[src/rtl/mem_access_pkg.sv]
// Shared encodings for the load/store unit: access sizes, FSM states, captured request.
// Purely declarative; no timing or flow control of its own.
package mem_access_pkg;

  localparam logic [1:0] SZ_BYTE = 2'b00;
  localparam logic [1:0] SZ_HALF = 2'b01;
  localparam logic [1:0] SZ_WORD = 2'b10;
  localparam logic [1:0] SZ_RSVD = 2'b11;

  typedef enum logic [2:0] {
    IDLE    = 3'd0,
    RD_ADDR = 3'd1,
    RD_DATA = 3'd2,
    WRITE   = 3'd3,
    RESP    = 3'd4
  } state_t;

  // Only the fields needed after the accept cycle are kept.
  typedef struct packed {
    logic        we;
    logic [1:0]  size;
    logic        sign_ext;
    logic [1:0]  offset;
    logic [31:0] wdata;
  } mreq_t;

  function automatic logic is_misaligned(input logic [1:0] size, input logic [1:0] offset);
    logic bad;
    case (size)
      SZ_BYTE: bad = 1'b0;
      SZ_HALF: bad = offset[0];
      SZ_WORD: bad = (offset != 2'b00);
      default: bad = 1'b1;
    endcase
    return bad;
  endfunction

endpackage

[src/rtl/mem_lane_align.sv]
// Big-endian lane extract/extend for loads and lane merge for sub-word stores.
// Combinational, zero latency; no flow control.
module mem_lane_align
  import mem_access_pkg::*;
(
  input  logic [31:0] word,
  input  logic [1:0]  offset,
  input  logic [1:0]  size,
  input  logic        sign_ext,
  input  logic [31:0] wdata,
  output logic [31:0] load_val,
  output logic [31:0] merged_word
);

  logic [7:0]  lane_b;
  logic [15:0] lane_h;

  always_comb begin
    // Offset 0 is the most significant byte.
    case (offset)
      2'd0:    lane_b = word[31:24];
      2'd1:    lane_b = word[23:16];
      2'd2:    lane_b = word[15:8];
      default: lane_b = word[7:0];
    endcase
    lane_h = offset[1] ? word[15:0] : word[31:16];
  end

  always_comb begin
    load_val    = word;
    merged_word = word;
    case (size)
      SZ_BYTE: begin
        load_val = {{24{sign_ext & lane_b[7]}}, lane_b};
        case (offset)
          2'd0:    merged_word[31:24] = wdata[7:0];
          2'd1:    merged_word[23:16] = wdata[7:0];
          2'd2:    merged_word[15:8]  = wdata[7:0];
          default: merged_word[7:0]   = wdata[7:0];
        endcase
      end
      SZ_HALF: begin
        load_val = {{16{sign_ext & lane_h[15]}}, lane_h};
        if (offset[1]) merged_word[15:0]  = wdata[15:0];
        else           merged_word[31:16] = wdata[15:0];
      end
      default: begin
        load_val    = word;
        merged_word = wdata;
      end
    endcase
  end

endmodule

[src/rtl/mem_access_unit.sv]
// CPU load/store unit onto a big-endian word memory with read-modify-write for sub-word stores.
// Latency load 3, word store 2, sub-word store 4, error 1; ready only in IDLE, response never stalls.
module mem_access_unit
  import mem_access_pkg::*;
(
  input  logic        clk,
  input  logic        rst_n,
  input  logic        req,
  input  logic        we,
  input  logic [1:0]  size,
  input  logic        sign_ext,
  input  logic [31:0] addr,
  input  logic [31:0] wdata,
  output logic        ready,
  output logic        resp_valid,
  output logic        resp_err,
  output logic [31:0] rdata,
  output logic [31:0] mem_a,
  output logic [31:0] mem_wd,
  output logic        mem_we,
  input  logic [31:0] mem_rd
);

  state_t      state_q, state_d;
  mreq_t       req_q;
  logic        accept;
  logic        err_in;
  logic        word_store;
  logic [31:0] load_val;
  logic [31:0] merged_word;

  assign ready      = (state_q == IDLE);
  assign resp_valid = (state_q == RESP);
  assign accept     = ready && req;
  assign err_in     = is_misaligned(size, addr[1:0]);
  assign word_store = we && (size == SZ_WORD);

  mem_lane_align u_align (
    .word        (mem_rd),
    .offset      (req_q.offset),
    .size        (req_q.size),
    .sign_ext    (req_q.sign_ext),
    .wdata       (req_q.wdata),
    .load_val    (load_val),
    .merged_word (merged_word)
  );

  always_ff @(posedge clk or negedge rst_n) begin
    if (!rst_n) state_q <= IDLE;
    else        state_q <= state_d;
  end

  always_comb begin
    state_d = state_q;
    case (state_q)
      IDLE: begin
        if (req) begin
          if (err_in)          state_d = RESP;
          else if (word_store) state_d = WRITE;
          else                 state_d = RD_ADDR;
        end
      end
      RD_ADDR: state_d = RD_DATA;
      RD_DATA: state_d = req_q.we ? WRITE : RESP;
      WRITE:   state_d = RESP;
      RESP:    state_d = IDLE;
      default: state_d = IDLE;
    endcase
  end

  // mem_we is derived from the next state so it is high exactly while in WRITE;
  // reset clears it asynchronously, so an interrupted RMW never writes.
  always_ff @(posedge clk or negedge rst_n) begin
    if (!rst_n) begin
      req_q    <= '0;
      resp_err <= 1'b0;
      rdata    <= '0;
      mem_a    <= '0;
      mem_wd   <= '0;
      mem_we   <= 1'b0;
    end else begin
      mem_we <= (state_d == WRITE);
      if (accept) begin
        req_q.we       <= we;
        req_q.size     <= size;
        req_q.sign_ext <= sign_ext;
        req_q.offset   <= addr[1:0];
        req_q.wdata    <= wdata;
        resp_err       <= err_in;
        if (err_in)          rdata  <= '0;
        else                 mem_a  <= {addr[31:2], 2'b00};
        if (!err_in && word_store) mem_wd <= wdata;
      end
      if (state_q == RD_DATA) begin
        if (req_q.we) mem_wd <= merged_word;
        else          rdata  <= load_val;
      end
    end
  end

endmodule
[config.mk]
export PLATFORM = sky130hd
export DESIGN_NAME = mem_access_unit
export DESIGN_NICKNAME = d
export VERILOG_FILES = /design/src/rtl/mem_access_pkg.sv /design/src/rtl/mem_lane_align.sv /design/src/rtl/mem_access_unit.sv
export SDC_FILE = /design/constraint.sdc
export NUM_CORES = 1
export LEC_CHECK = 0
export ABC_AREA = 1
export CAP_MARGIN = 20
export CORE_ASPECT_RATIO = 1.5
export CORE_MARGIN = 5
export CORE_UTILIZATION = 53
export DETAILED_ROUTE_END_ITERATION = 8
export GPL_ROUTABILITY_DRIVEN = 0
export MAX_ROUTING_LAYER = met4
export PLACE_DENSITY_LB_ADDON = 0.2
export SLEW_MARGIN = 0
export SYNTH_ARGS = -nofsm -noshare
export SYNTH_HDL_FRONTEND = slang
export SYNTH_HIERARCHICAL = 1
export SYNTH_SLANG_ARGS = --single-unit
export TNS_END_PERCENT = 30
[constraint.sdc]
create_clock -name clk -period 2.83 [get_ports clk]
set_clock_uncertainty 0.2 [all_clocks]
set_input_delay 0.4245 -clock clk [delete_from_list [all_inputs] [get_ports clk]]
set_output_delay 0.4245 -clock clk [all_outputs]
set_load 0.01 [all_outputs]
==> impl_metrics.tcl <==
set metrics [dict create \
    status "finished, final reports clean" \
    switching_share_pct 41.5 \
    hold_viol 0 \
    tightest_hold_check_type "in -> async" \
    globalRoute.totalOverflow 0 \
    post-route-worst-setup-slack_ns 0.521 \
    p_leak_nw 5.16 \
    drt.antenna.violating_nets 0 \
    vias_per_cell 5.59 \
    p_int_mw 6.70 \
    average_routed_wire_per_standard_cell_um 16.7 \
    power.clock.fraction_pct 20.1 \
    floorplan.io_pins 203 \
    cts_buffer_count 17 \
    netlist-cell-type-count 27 \
    crit_path_start_kind "flip-flop" \
    clock_tree.htree_level_count 4 \
    die_area_sq_mm 0.0172 \
    maxCapViolCount 0 \
    slew_at_the_pin_with_the_worst_max_slew_slack_ns 0.604 \
    detail_route.wirelength_um 24200 \
    num_vias 8107 \
    cts_resized 0 \
    core.rowCount 54 \
    maximum_number_of_pins_on_one_net_before_global_route_repair 78 \
    grt_antenna_before_repair 0 \
    syn_inst 1072 \
    clock_transition_at_the_registers_of_the_reported_paths_ns 0.06 \
    clock-sinks 137 \
    power.density_mw_per_mm2 1090 \
    timing.slew.headroom_pct 59.7 \
    netlist_top_cells_count "sky130_fd_sc_hd__nand2_1 (344), sky130_fd_sc_hd__nand3_1 (191), sky130_fd_sc_hd__dfrtp_1 (137), sky130_fd_sc_hd__inv_1 (89), sky130_fd_sc_hd__buf_2 (42)" \
    syn-cell-area_sq_mm 0.00776 \
    drive_gt1_share_pct 6.30 \
    setup_viol 0 \
    power_frac_seq_pct 31.2 \
    yosysTopAreaCell "sky130_fd_sc_hd__dfrtp_1" \
    hold_slack_ns 0.254 \
    place.detailed.hpwl_um 17700 \
    criticalPathCategory "reg -> out" \
    drv_slew 0 \
    power_frac_comb_pct 48.7 \
    cp.arrival_ns 1.68 \
    area_growth_syn_to_layout_pct 34.9 \
    synth_seq_area_share_pct 44.2 \
    synthFlopType "sky130_fd_sc_hd__dfrtp_1" \
    grt_setup_unrepaired "no" \
    drc_errors 0 \
    fmaxAchievable_mhz 433 \
    critical_path_required_ns 2.21 \
    grt_first_pass_wirelength_um 38900 \
    synth_area_per_cell_sq_um 7.24 \
    critical_path_sink_type "output pin" \
    synth_edf_count 0 \
    vias_in_the_first_global_route 7781 \
    drt-initial-drc-count 666 \
    effective_utilization_at_floorplan_pct 53.7 \
    clock_latency_ns 0.42 \
    max-clock-path-buffers 2 \
    clock_tree_from_tritoncts "done" \
    p_switching_mw 4.74 \
    finalCriticalPeriod_ns 2.31 \
    most_numerous_cell_in_the_yosys_netlist "sky130_fd_sc_hd__nand2_1" \
    first_pass_detailed_route_iteration_total 6 \
    clockRootBuffer "sky130_fd_sc_hd__clkbuf_16" \
    yosys_warnings 6 \
    nNetsFinal 1343 \
    top_fanout_value_on_the_critical_path 5 \
    core_area_sq_mm 0.0145 \
    synth_top_cell_area_share_pct 44.2 \
    globalRouteTotalUtil_pct 29.7 \
    io_buffers 200 \
    finalCritPeriodShare_pct 81.6 \
    final.setup.tns_ns 0 \
    ir_drop_mv 0.609 \
    pre_cts_worst_setup_slack_ns 0.490 \
    synth-async-reset-ratio_pct 100 \
    die_height_um 158 \
    reg2regPathDepth 8 \
    seq_cells_post_synth 137 \
    antenna_cells_inserted 0 \
    yosys-top-cells-area "sky130_fd_sc_hd__dfrtp_1 (44%), sky130_fd_sc_hd__nand2_1 (17%), sky130_fd_sc_hd__nand3_1 (12%)" \
    chipWidth_um 109 \
]
[final cells by class]
| class | instances | area, sq um |
|---|---|---|
| flip-flops and latches | 137 | 3430 |
| repair buffers | 226 | 2240 |
| inverters | 100 | 375 |
| multi-input cells | 758 | 3570 |
| well taps | 196 | 245 |
| clock buffers | 19 | 443 |
| fillers | 1202 | 3990 |
| clock inverters | 13 | 169 |
[what timing repair did]
item | CTS | global route
endpoints found under the hold margin | 28 | 0
endpoints found under the setup margin | 0 | 0
hold buffers | 1 | 0
buffers inserted | 0 | 0
[layout by cell type (no fill, tap or decap), types with 3 or more instances in the layout]
cell type	n
sky130_fd_sc_hd__nand2_1	343
sky130_fd_sc_hd__clkdlybuf4s50_1	199
sky130_fd_sc_hd__nand3_1	191
sky130_fd_sc_hd__dfrtp_1	137
sky130_fd_sc_hd__inv_1	89
sky130_fd_sc_hd__nor2_1	38
sky130_fd_sc_hd__o21ai_0	34
sky130_fd_sc_hd__o21a_1	34
sky130_fd_sc_hd__nand4_1	32
sky130_fd_sc_hd__a21oi_1	31
sky130_fd_sc_hd__o211ai_1	23
sky130_fd_sc_hd__buf_4	22
sky130_fd_sc_hd__clkbuf_16	17
sky130_fd_sc_hd__inv_2	9
sky130_fd_sc_hd__nor3_1	8
sky130_fd_sc_hd__o21ai_1	6
sky130_fd_sc_hd__nor2_4	4
sky130_fd_sc_hd__nor2_2	4
sky130_fd_sc_hd__clkinvlp_4	4
sky130_fd_sc_hd__mux2_1	3
sky130_fd_sc_hd__clkinv_4	3
sky130_fd_sc_hd__bufinv_16	3
sky130_fd_sc_hd__buf_12	3
[power groups by stage]
stage | sequential [mW] | clock (mW) | combinational, mW
6_report | 3.57 | 2.30 | 5.57
5_1_grt | 3.67 | 2.41 | 6.13
4_1_cts | 3.56 | 2.32 | 5.55
3_5_place_dp | 3.56 | 0 | 5.50
3_3_place_gp | 3.54 | 0 | 5.39
2_1_floorplan | 3.62 | 0 | 3.16
[logic make-up after synthesis]
logic type             synth area share, %
and+or+nand+nor                       35.2
AOI/OAI and AO/OA                     10.2
muxes                                0.435
DFF                                   44.2
buffers and inverters                 9.92
other                               0.0483
[sequential cells by signal, indices dropped and copies added (netlist names)]
name,cells
state_q,3
mem_wd,32
mem_a,30
resp_err,1
mem_we,1
rdata,32
req_q,38
[path summary, 6_finish.rpt]
check | start | end | slack (ns)
min in group clk | mem_a[30] | mem_a[30] | 0.27
worst max register to register | req_q[33] | rdata[12] | 0.58
worst min register to register | mem_a[30] | mem_a[30] | 0.27
max in group asynchronous | rst_n | mem_wd[5] | 1.49
worst max-delay path | state_q[0] | ready | 0.52
worst min-delay path | rst_n | state_q[0] | 0.25
[critical path, cell delays in order (launching register included)]
cell and delay, ns:
sky130_fd_sc_hd__dfrtp_1 0.45, sky130_fd_sc_hd__nor2_1 0.11, sky130_fd_sc_hd__nand2_1 0.11, sky130_fd_sc_hd__inv_1 0.07, sky130_fd_sc_hd__clkdlybuf4s50_1 0.52
[through the flow]
step	cell area [sq um]	std cells	util [%]	total power, mW
finish	10500	1449	72.4	11.4
global route	10500	1449	72.4	12.2
CTS	10500	1449	72.4	11.4
detailed placement	9850	1416	68.1	9.06
global placement	9850	1416	68.1	8.94
floorplan	7760	1073	-	6.78
[metal layers]
metal | GRT usage, % | part of all wire, %
met5 | - | 0
met4 | 14.6 | 4.8
met3 | 4.98 | 7.4
met2 | 48.5 | 49
met1 | 35.7 | 39
(Power assumes the default switching activity.)
